--- src/rtl/prog_clk_div.sv ---
// Multi-channel programmable clock divider / tick generator.
// Each channel runs a wrap counter; divisor changes are deferred to period boundaries.
module prog_clk_div #(
  parameter int N_CH    = 2,
  parameter int CNT_W   = 8,
  parameter int DEF_DIV = 10
) (
  input  logic                  clk,
  input  logic                  reset,
  input  logic [N_CH-1:0]       en,
  input  logic [N_CH-1:0]       clr,
  input  logic [N_CH*CNT_W-1:0] div_in,
  input  logic [N_CH-1:0]       div_load,
  output logic [N_CH-1:0]       tick_o,
  output logic [N_CH-1:0]       sq_o,
  output logic [N_CH-1:0]       pend_o
);

  localparam logic [CNT_W-1:0] DEF_DIV_C = CNT_W'(DEF_DIV);

  // A programmed divisor of zero behaves as divide-by-one.
  function automatic logic [CNT_W-1:0] eff_div(input logic [CNT_W-1:0] d);
    return (d == '0) ? CNT_W'(1) : d;
  endfunction

  // ceil(d/2) kept in CNT_W bits: the largest result is 2^(CNT_W-1).
  function automatic logic [CNT_W-1:0] half_up(input logic [CNT_W-1:0] d);
    return (d >> 1) + CNT_W'(d[0]);
  endfunction

  for (genvar g = 0; g < N_CH; g++) begin : g_ch
    logic [CNT_W-1:0] cnt_q, cnt_d;
    logic [CNT_W-1:0] act_q, act_d;
    logic [CNT_W-1:0] pdiv_q, pdiv_d;
    logic             pend_q, pend_d;
    logic             tick_q, tick_d;
    logic             sq_q, sq_d;
    logic [CNT_W-1:0] div_new;
    logic [CNT_W-1:0] div_eff;
    logic             run;
    logic             wrap;

    assign div_new = div_in[g*CNT_W +: CNT_W];
    assign div_eff = eff_div(act_q);
    assign run     = en[g] & ~clr[g];
    assign wrap    = run & (cnt_q == div_eff - CNT_W'(1));

    always_comb begin
      cnt_d  = '0;
      tick_d = 1'b0;
      sq_d   = 1'b0;
      act_d  = act_q;
      pdiv_d = pdiv_q;
      pend_d = pend_q;
      if (run) begin
        cnt_d  = wrap ? '0 : cnt_q + CNT_W'(1);
        tick_d = wrap;
        sq_d   = (cnt_d >= half_up(div_eff));
        // A load on the wrap edge itself is already at a boundary, so it skips the shadow.
        if (div_load[g]) begin
          if (wrap) begin
            act_d  = div_new;
            pend_d = 1'b0;
          end else begin
            pdiv_d = div_new;
            pend_d = 1'b1;
          end
        end else if (wrap && pend_q) begin
          act_d  = pdiv_q;
          pend_d = 1'b0;
        end
      end else begin
        // Stopped or cleared: the phase restarts here, which is itself a boundary.
        if (div_load[g]) begin
          act_d = div_new;
        end else if (pend_q) begin
          act_d = pdiv_q;
        end
        pend_d = 1'b0;
      end
    end

    always_ff @(posedge clk) begin
      if (reset) begin
        cnt_q  <= '0;
        act_q  <= DEF_DIV_C;
        pdiv_q <= '0;
        pend_q <= 1'b0;
        tick_q <= 1'b0;
        sq_q   <= 1'b0;
      end else begin
        cnt_q  <= cnt_d;
        act_q  <= act_d;
        pdiv_q <= pdiv_d;
        pend_q <= pend_d;
        tick_q <= tick_d;
        sq_q   <= sq_d;
      end
    end

    assign tick_o[g] = tick_q;
    assign sq_o[g]   = sq_q;
    assign pend_o[g] = pend_q;
  end

endmodule
--- config.mk ---
export PLATFORM = sky130hd
export DESIGN_NAME = prog_clk_div
export DESIGN_NICKNAME = d
export VERILOG_FILES = /design/src/rtl/prog_clk_div.sv
export SDC_FILE = /design/constraint.sdc
export NUM_CORES = 1
export LEC_CHECK = 0
export ABC_AREA = 1
export ABC_CLOCK_PERIOD_IN_PS = 5900
export BUFFER_PORTS_ARGS = -buffer_cell sky130_fd_sc_hd__buf_2
export CAP_MARGIN = 20
export CORE_MARGIN = 5
export CORE_UTILIZATION = 30
export CTS_CLUSTER_SIZE = 16
export DETAILED_ROUTE_END_ITERATION = 10
export SKIP_CTS_REPAIR_TIMING = 1
export SYNTH_ARGS = -nofsm -noshare
export SYNTH_HDL_FRONTEND = slang
export SYNTH_SLANG_ARGS = --single-unit
--- constraint.sdc ---
create_clock -name clk -period 5.9 [get_ports clk]
set_input_delay 0.295 -clock clk [delete_from_list [all_inputs] [get_ports clk]]
set_output_delay 0.295 -clock clk [all_outputs]
set_load 0.005 [all_outputs]
### After elaboration in Yosys (flattened, before gate mapping)

Index checks and enable logic that the tools add are counted.
Widths: inputs -> output; s select.

* register bits after elaboration: 54
* input bits: 24
* output and inout port bits: 6
* word-level logic and storage cells: 72

* add/sub/neg operators: 6
* order comparisons: 2
* eq/ne operators: 6
* muxes and demuxes: 22
* bitwise logic cells: 10
* reduce and logical (&&, ||, !) cells: 14

Operators with widths (number)
* $mux 8: 16
* $add 7x1->8: 2
* $add 8x1->8 const B: 2
* $eq 8x8->1: 2
* $ge 8x8->1: 2
* $logic_not 8->1: 2
* $sub 8x1->8 const B: 2
* $ne 3x2->1 const B: 4
* $reduce_and 3->1: 4
* $mux 1: 6
* $not 1->1: 6
* $reduce_bool 3->1: 2
* $and 1x1->1: 4
* $reduce_bool 2->1: 2
* $reduce_or 2->1: 2
* $logic_and 1x1->1: 2

### Longest topological paths before layout

Gate-level depths: netlist of run 1.

* word-level depth: 9
* mapped depth: 24
* depth with buffers taken out: 23

### Worst setup path before layout of run 1

No wires, ideal clock.

* path kind: flip-flop to flip-flop
* start point: register g_ch[0].act_q[3]
* end point: register g_ch[0].sq_q
* library setup time: 0.056 ns
* arrival time: 2.813 ns
* required time: 5.844 ns
* path slack: 3.031 ns
* stages on the path, launching flop included: 24
* path buffers: 1
* period minus slack after synthesis: 2.869 ns
* path through: dfxtp_1 > buf_2 > nor2_4 > nand2_4 > nor2_2 > nor2_4 > ha_1 > or2_1 > nand3_1 > nand2_1 > nor2_1 > nand2_1 > nor2_1 > nand2_1 > inv_2 > nand2_4 > inv_1 > nor2_1 > ha_1 > nand2_1 > nor2_1 > nand4_1 > a31o_2 > inv_1

* cells in the longest elaborated chain, start to end: 7
* elaborated cells on any way between the ends: 8
* classes of those cells: add/sub (2); order compare (1); eq/ne (1); mux (2); bitwise (1); reduce/logical (1)

Ends and longest elaborated chain
* start, declared: line 33 `logic [CNT_W-1:0] act_q, act_d;`
* start signal, assigned: line 93 `act_q <= act_d;`
* $logic_not 8->1: line 23 `return (d == '0) ? CNT_W'(1) : d;`
* $mux 8 (*): line 23
* $sub 8x1->8: line 46 `assign wrap = run & (cnt_q == div_eff - CNT_W'(1));`
* $eq 8x8->1: line 46
* $and 1x1->1: line 46
* $mux 8: line 56 `cnt_d = wrap ? '0 : cnt_q + CNT_W'(1);`
* $ge 8x8->1 (*): line 58 `sq_d = (cnt_d >= half_up(div_eff));`
* end signal, assigned: line 97 `sq_q <= sq_d;`
* end, declared: line 37 `logic sq_q, sq_d;`

Mark *: on every way between the ends. The rest lies on a longest branch, timed or not.
A chain may end at the register's enable or synchronous reset.

### Worst setup path after layout of run 1

* start point: register g_ch[1].act_q[2]
* end point: register g_ch[1].sq_q

* cells in the longest elaborated chain, start to end: 7
* elaborated cells on any way between the ends: 8
* classes of those cells: add/sub (2); order compare (1); eq/ne (1); mux (2); bitwise (1); reduce/logical (1)

Ends and longest elaborated chain (line)
* start, declared: 33
* start signal, assigned: 93
* $logic_not 8->1: 23
* $mux 8 (*): 23
* $sub 8x1->8: 46
* $eq 8x8->1: 46
* $and 1x1->1: 46
* $mux 8: 56
* $ge 8x8->1 (*): 58
* end signal, assigned: 97
* end, declared: 37

Marks and branches as above.

==> metrics.txt, run 1 <==
die width 122.2 um; Die Y 122.2 um; outcome completed; hold path depth 3; slew margin rel. 54.94%; IO buf count 29; Clock Pin Slew Worst Setup and Hold Paths 0.08 ns; RSZ-0062 raised after global routing false; Via-to-Cell Ratio 4.242; Ys Warns 0; row count 41; routed wire length 8.199 mm; share of cells above drive strength 1 12.73%; worst-path fanout max 10; clock sinks 54; clock share of power 34.5%; critical path endpoint category flop; period utilization 53.46%; fill count 1,430; Seq pwr share 45.9%; Synth Cell Area 0.003780 mm2; CP Class flop to flop; H-tree Lvls 2; GP Congestion 0.8360; worst vdd ir 0.1379 mV; # setup viols final 0; syn_area_per_cell 6.495 um2; Mapped Cells 582; Arr. time, crit path 3.39 ns; Hold Slack 0.2378 ns; GRT Util Overall 11.49%; Slew @ Worst Pin 0.6750 ns; setup tns final 0 ns; crit path launch type flop; syn_nets 628; Yosys reg bits 54; hold path endpoint g_ch[1].pdiv_q[3]$_SDFFE_PP0P_; die area 0.01494 mm2; Synth cell types 33; Setup Skew 0.006411 ns; DRT iter0 DRCs 124; P_int 0.6036 mW; first-pass GRT wire length 14.01 mm; Seq/Total Area, Yosys 28.60%; Critical Path RT 6.14 ns; Gate power share 19.6%; vias post-DR 3,262; clk root buf clkbuf_16; drt pass-1 iters 4; wire length per cell 10.66 um; f_max 0.3171 GHz; initial antenna violation count 0; Initial Util 30.32%; Synth Flop Type dfxtp_1; Final Max Slew Viols 0; worst hold path class primary input to flop; worst reg2reg setup slack 2.75 ns; vias in the first global route 3,023; post-DP HPWL 6.456 mm; cells on worst reg2reg path 20; max-cap violations 0; clock latency on the worst-skew pair 0.29 ns; reg-to-reg endpoint g_ch[1].sq_q$_SDFF_PP0_; hold path start div_in[11]; Reg-to-Reg Start g_ch[1].act_q[2]$_SDFFE_PP0P_; Final ANT Viol Nets 0; core outline area 0.01247 mm2; pin count of the biggest net entering global routing 37; CTS tree built; Power Dens Cells 209.3 mW/mm2; EDFF count, synth 0; n_diodes 0; Clock Tree Buf Depth 2; Sw Pwr 0.2639 mW; minimum clock period 3.154 ns; DRC viols 0; gr ovfl total 0; Net Sw Frac 30.42%; Total Nets Final 642; Leak Pwr 2.147 nW; clock buffer count from CTS 5; Area Overhead vs Synth 9.666%; Fin. Hold Viols 0; I/O pin total 30; Synth async-reset ratio 0%
stage by stage:
| step | cell area (um2) | setup slack [ns] | std cells | total power, mW | utilization (%) |
|---|---|---|---|---|---|
| after floorplan | 3780 | 3.031 | 582 | 0.5411 | - |
| after global placement | 3994 | 2.864 | 761 | 0.5785 | 32.04 |
| after detailed placement | 3994 | 2.803 | 761 | 0.5778 | 32.04 |
| after CTS | 4145 | 2.753 | 769 | 0.8812 | 33.25 |
| after global routing | 4145 | 2.425 | 769 | 0.9261 | 33.25 |
| final | 4145 | 2.746 | 769 | 0.8675 | 33.25 |
layout by cell type, fill, tap and decap left out, types with 3 or more instances in the layout:
master / count
nand2_1: 143
nor2_1: 100
inv_1: 85
dfxtp_1: 54
nand3_1: 32
buf_2: 29
o21ai_0: 23
ha_1: 22
xor2_1: 18
nor3_1: 13
nand4_1: 9
xnor2_1: 8
nand2_2: 8
a21oi_1: 8
nor2_2: 6
nor2_4: 5
or2_2: 5
clkbuf_16: 5
nand2_4: 4
inv_2: 4
clkinv_4: 3
how the worst max path moves through the flow:
stage	slack, ns	from	depth (start not counted)	endpoint
floorplan	3.03	g_ch[0].act_q[3]$_SDFFE_PP1P_	23	g_ch[0].sq_q$_SDFF_PP0_
finish	2.75	g_ch[1].act_q[2]$_SDFFE_PP0P_	20	g_ch[1].sq_q$_SDFF_PP0_
global placement	2.86	g_ch[0].act_q[2]$_SDFFE_PP0P_	22	g_ch[0].sq_q$_SDFF_PP0_
global route	2.43	g_ch[0].act_q[2]$_SDFFE_PP0P_	22	g_ch[0].sq_q$_SDFF_PP0_
CTS	2.75	g_ch[1].act_q[2]$_SDFFE_PP0P_	20	g_ch[1].sq_q$_SDFF_PP0_
detailed placement	2.80	g_ch[1].act_q[2]$_SDFFE_PP0P_	20	g_ch[1].sq_q$_SDFF_PP0_
critical path, cell delays in order, from the launching register on:
cell and delay (ns):
dfxtp_1 0.37, nor2_2 0.17, nand2_2 0.10, nor2_2 0.16
nor2_4 0.06, ha_1 0.32, or2_2 0.12, nand3_1 0.07
nor2_1 0.12, nand2_1 0.07, nor2_2 0.14, nand4_4 0.19
inv_1 0.14, or2_2 0.13, inv_1 0.04, ha_1 0.28
nand2_1 0.07, nor2_1 0.14, nand4_1 0.11, a31o_2 0.26
inv_1 0.05
cell type report:
class	count	area (um2)	share of cell area (%)
Clock buffer	5	125.1	3.018
Clock inverter	3	26.28	0.6339
Inverter	89	334.1	8.059
Multi-Input combinational cell	417	2218	53.52
Sequential cell	54	1081	26.08
Tap cell	172	215.2	5.192
Timing Repair Buffer	29	145.1	3.501
registers in the layout, indices dropped and copies added (netlist names):
register     flops
g_ch.tick_q      2
g_ch.cnt_q      16
g_ch.sq_q        2
g_ch.pdiv_q     16
g_ch.pend_q      2
g_ch.act_q      16
per-layer routing:
layer / global-route usage (%) / wire length, um / up-vias
li1: - / - / 1810
met1: 14.09 / 3921 / 1411
met2: 20.71 / 3967 / 35
met3: 1.843 / 216 / 6
met4: 3.289 / 94 / 0
met5: 0 / 0 / -
Yosys cell counts, types with 2 or more instances:
cell	count	area [um2]
a21oi_1	8	40.04
a31o_2	2	17.52
buf_2	2	10.01
buf_4	10	75.07
buf_6	3	33.78
clkbuf_1	6	22.52
dfxtp_1	54	1081
ha_1	22	275.3
inv_1	85	319.1
inv_2	4	15.01
nand2_1	143	536.8
nand2_2	8	50.05
nand2_4	4	45.04
nand3_1	32	160.2
nand4_1	9	56.30
nor2_1	100	375.4
nor2_2	6	37.54
nor2_4	5	56.30
nor3_1	13	65.06
o21a_1	2	15.01
o21ai_0	23	115.1
or2_2	5	31.28
xnor2_1	8	70.07
xor2_1	18	157.7
xor2_2	2	32.53
power groups by stage:
| stage | logic, mW | registers, mW | clock network [mW] |
|---|---|---|---|
| finish | 0.170 | 0.399 | 0.299 |
| global placement | 0.172 | 0.407 | 0 |
| CTS | 0.172 | 0.399 | 0.311 |
| floorplan | 0.141 | 0.400 | 0 |
| detailed placement | 0.171 | 0.407 | 0 |
| global route | 0.197 | 0.401 | 0.328 |
logic make-up after synthesis:
logic type / count (synthesis) / share of synthesized area [%]
AND/OR/NAND/NOR: 330 / 39.06
buffers and inverters: 111 / 12.71
flip-flops: 54 / 28.60
AO/OA/AOI/OAI: 37 / 5.462
XOR/XNOR: 28 / 6.885
adder cells (fa/ha/maj): 22 / 7.282
No activity file was read; power rests on OpenSTA's default activity.
==> run 2, diff against run 1 <==
Settings changed: ABC_AREA 1 to 0, ABC_CLOCK_PERIOD_IN_PS 5900 to 3200.
Clock period 5.9 ns to 3.2 ns, I/O delays scaled along.
==> run 2 against run 1 <==
Against the previous run:
- the run now ends with setup timing left
- worst setup slack worse by 3.2 ns
- sequential share of layout area is 0.076 points higher
- cell count shrank 24%
- via count is 11% lower
- clock skew fell by 0.00063 ns
- largest cell class unchanged
==> metrics.txt, run 2 <==
violated checks setup timing; Synth async-reset ratio 0%; Area Overhead vs Synth 18.84%; die area 0.01388 mm2; Fin. Hold Viols 0; Clock Tree Buf Depth 2; worst vdd ir 0.2332 mV; vias post-DR 2,907; Tot Pwr 1.674 mW; routed wire length 8.165 mm; Seq pwr share 43.0%; DRT iter0 DRCs 172; most common cell after layout, fill and taps aside nor2_1; Sw Pwr 0.4750 mW; fin area 0.004143 mm2; mux share of post-synthesis cell area 8.615%; Power Dens Cells 404.0 mW/mm2; clk root buf clkbuf_16; f_max 0.2772 GHz; Slew @ Worst Pin 0.8104 ns; Die Y 117.8 um; Yosys top cell area share 31.01%; post-DP HPWL 6.214 mm; CP Class flop to flop; core outline area 0.01142 mm2; crit path launch type flop; drt pass-1 iters 4; Final ANT Viol Nets 0; Post-synth top cells nor2_1 (76), dfxtp_1 (54), mux2i_1 (30); slew margin rel. 45.97%; Leak Pwr 1.739 nW; vias in the first global route 2,895; largest family of logic cells by synthesized area simple AND/OR/NAND/NOR gates; share of cells above drive strength 1 25.51%; Synth cell types 58; most frequent cells in the layout nor2_1 (76), dfxtp_1 (52), buf_4 (32); RSZ-0062 raised after global routing true; Initial Util 30.53%; period utilization 112.7%; Arr. time, crit path 3.79 ns; count leader, synth nor2_1; Yosys reg bits 54; Simple-Gate Fraction of Synth Area 22.11%; Critical Path RT 3.38 ns; worst-path fanout max 3; worst setup margin -0.4074 ns; clock sinks 54; Net Sw Frac 28.38%; clock buffer count from CTS 5; syn_nets 455; critical path endpoint category flop; clock share of power 34.3%; GRT Util Overall 11.84%; Via-to-Cell Ratio 4.961; gr ovfl total 0; initial antenna violation count 0; IO buf count 29; Gate power share 22.6%; Mapped Cells 409; n_diodes 0; xor/xnor cell area share of the yosys netlist 9.045%; Synth Cell Area 0.003486 mm2; Seq/Total Area, Yosys 31.01%; pin count of the biggest net entering global routing 39; post-synthesis compound-gate area fraction 14.11%; CTS tree built; Ys Warns 0; Core Util, Final 36.28%; worst reg2reg setup slack -0.41 ns; minimum clock period 3.607 ns; biggest regs g_ch.act_q (16), g_ch.cnt_q (16), g_ch.pdiv_q (16); DRC viols 0; first-pass GRT wire length 13.99 mm; Hold Slack 0.1119 ns; clock latency on the worst-skew pair 0.30 ns; H-tree Lvls 2; GP Congestion 0.8351; syn_area_per_cell 8.523 um2; Final Max Slew Viols 0; wire length per cell 13.93 um; Clock Pin Slew Worst Setup and Hold Paths 0.07 ns; P_int 1.199 mW; Post-Synth Adder-Cell Area 7.897%; main area contributors after synthesis dfxtp_1 (31%), mux2i_1 (8.6%), nor2_1 (8.2%), ha_1 (7.9%), xor2_1 (4.8%); Total Nets Final 488; Layout Cells excl Fill 586; # setup viols final 2; worst hold path class primary input to flop; cell taking the most area after synthesis dfxtp_1; max-cap violations 0; DP Cell Count 576; EDFF count, synth 0; die width 117.8 um; Setup Skew 0.005780 ns; Synth Flop Type dfxtp_1; row count 39; I/O pin total 30; DP Area 0.003890 mm2; outcome complete, but fails checks
==> run 2: cell count changes after synthesis, moves of 8 or more <==
cell / change
nand2_1: -132
inv_1: -74
mux2i_1: +30
nor2_1: -24
nand3_1: -16
o21ai_0: -14
clkbuf_1: +13
a211oi_1: +10
nor3_1: -10
xnor2_1: +9
nand2_2: -8
nand4_1: -8
nor2b_1: +8
==> run 2: power by group through the flow <==
stage          Sequential, mW  Combinational, mW  Clock (mW)
2_1_floorplan           0.730              0.256           0
3_3_place_gp            0.735              0.345           0
3_5_place_dp            0.736              0.356           0
4_1_cts                 0.720              0.359       0.593
5_1_grt                 0.725              0.419       0.624
6_report                0.721              0.379       0.574
==> run 2: cell type report <==
| class | instances | area [um2] |
|---|---|---|
| multi-input cells | 306 | 2256 |
| clock buffers | 6 | 138.9 |
| well taps | 143 | 178.9 |
| inverters | 11 | 41.29 |
| flip-flops and latches | 54 | 1084 |
| fillers | 1196 | 7276 |
| repair buffers | 64 | 427.9 |
| clock inverters | 2 | 16.27 |
==> run 2: worst max-delay path, stage by stage (launching register included) <==
cell	delay [ns]
dfxtp_2	0.34
nor4_4	0.28
and3_4	0.22
nor2_1	0.04
ha_2	0.19
o21ba_2	0.21
a221o_1	0.37
a2111oi_2	0.30
and4_4	0.27
nor2b_4	0.15
or2_2	0.11
ha_1	0.21
nand2b_1	0.14
a21o_1	0.18
a21oi_2	0.13
nor2b_1	0.05
o21ai_1	0.12
a21o_1	0.12
a21oi_1	0.06
==> run 2: through the flow <==
step | worst slack, ns | setup TNS (ns)
floorplan | -0.5829 | -1.058
global placement | -0.3162 | -0.6176
detailed placement | -0.4445 | -0.8632
CTS | -0.4675 | -0.9144
global route | -0.6301 | -1.228
finish | -0.4074 | -0.7570
==> run 2: final timing paths <==
| check | startpoint | end | depth (start not counted) |
|---|---|---|---|
| min reg2reg | g_ch[1].pdiv_q[1]$_SDFFE_PP0P_ | g_ch[1].pdiv_q[1]$_SDFFE_PP0P_ | 2 |
| max | g_ch[0].act_q[2]$_SDFFE_PP0P_ | g_ch[0].sq_q$_SDFF_PP0_ | 18 |
| min | div_in[8] | g_ch[1].pdiv_q[0]$_SDFFE_PP0P_ | 3 |
| max reg2reg | g_ch[0].act_q[2]$_SDFFE_PP0P_ | g_ch[0].sq_q$_SDFF_PP0_ | 18 |
==> run 2: cells by family (layout without fill, tap and decap cells) <==
| group | after synthesis | count (layout) |
|---|---|---|
| AOI/OAI and AO/OA | 63 | 63 |
| xor gates and xnor gates | 36 | 36 |
| adders and majority gates | 22 | 22 |
| buffers and inverters | 49 | 83 |
| DFF | 54 | 54 |
| muxes | 30 | 30 |
| and+or+nand+nor | 155 | 155 |
==> run 2: metal layers <==
metal | global-route usage (%) | part of all wire, %
met2 | 19.45 | 48
met4 | 3.584 | 1.2
met5 | 0 | 0
met3 | 1.874 | 2.6
met1 | 15.93 | 48
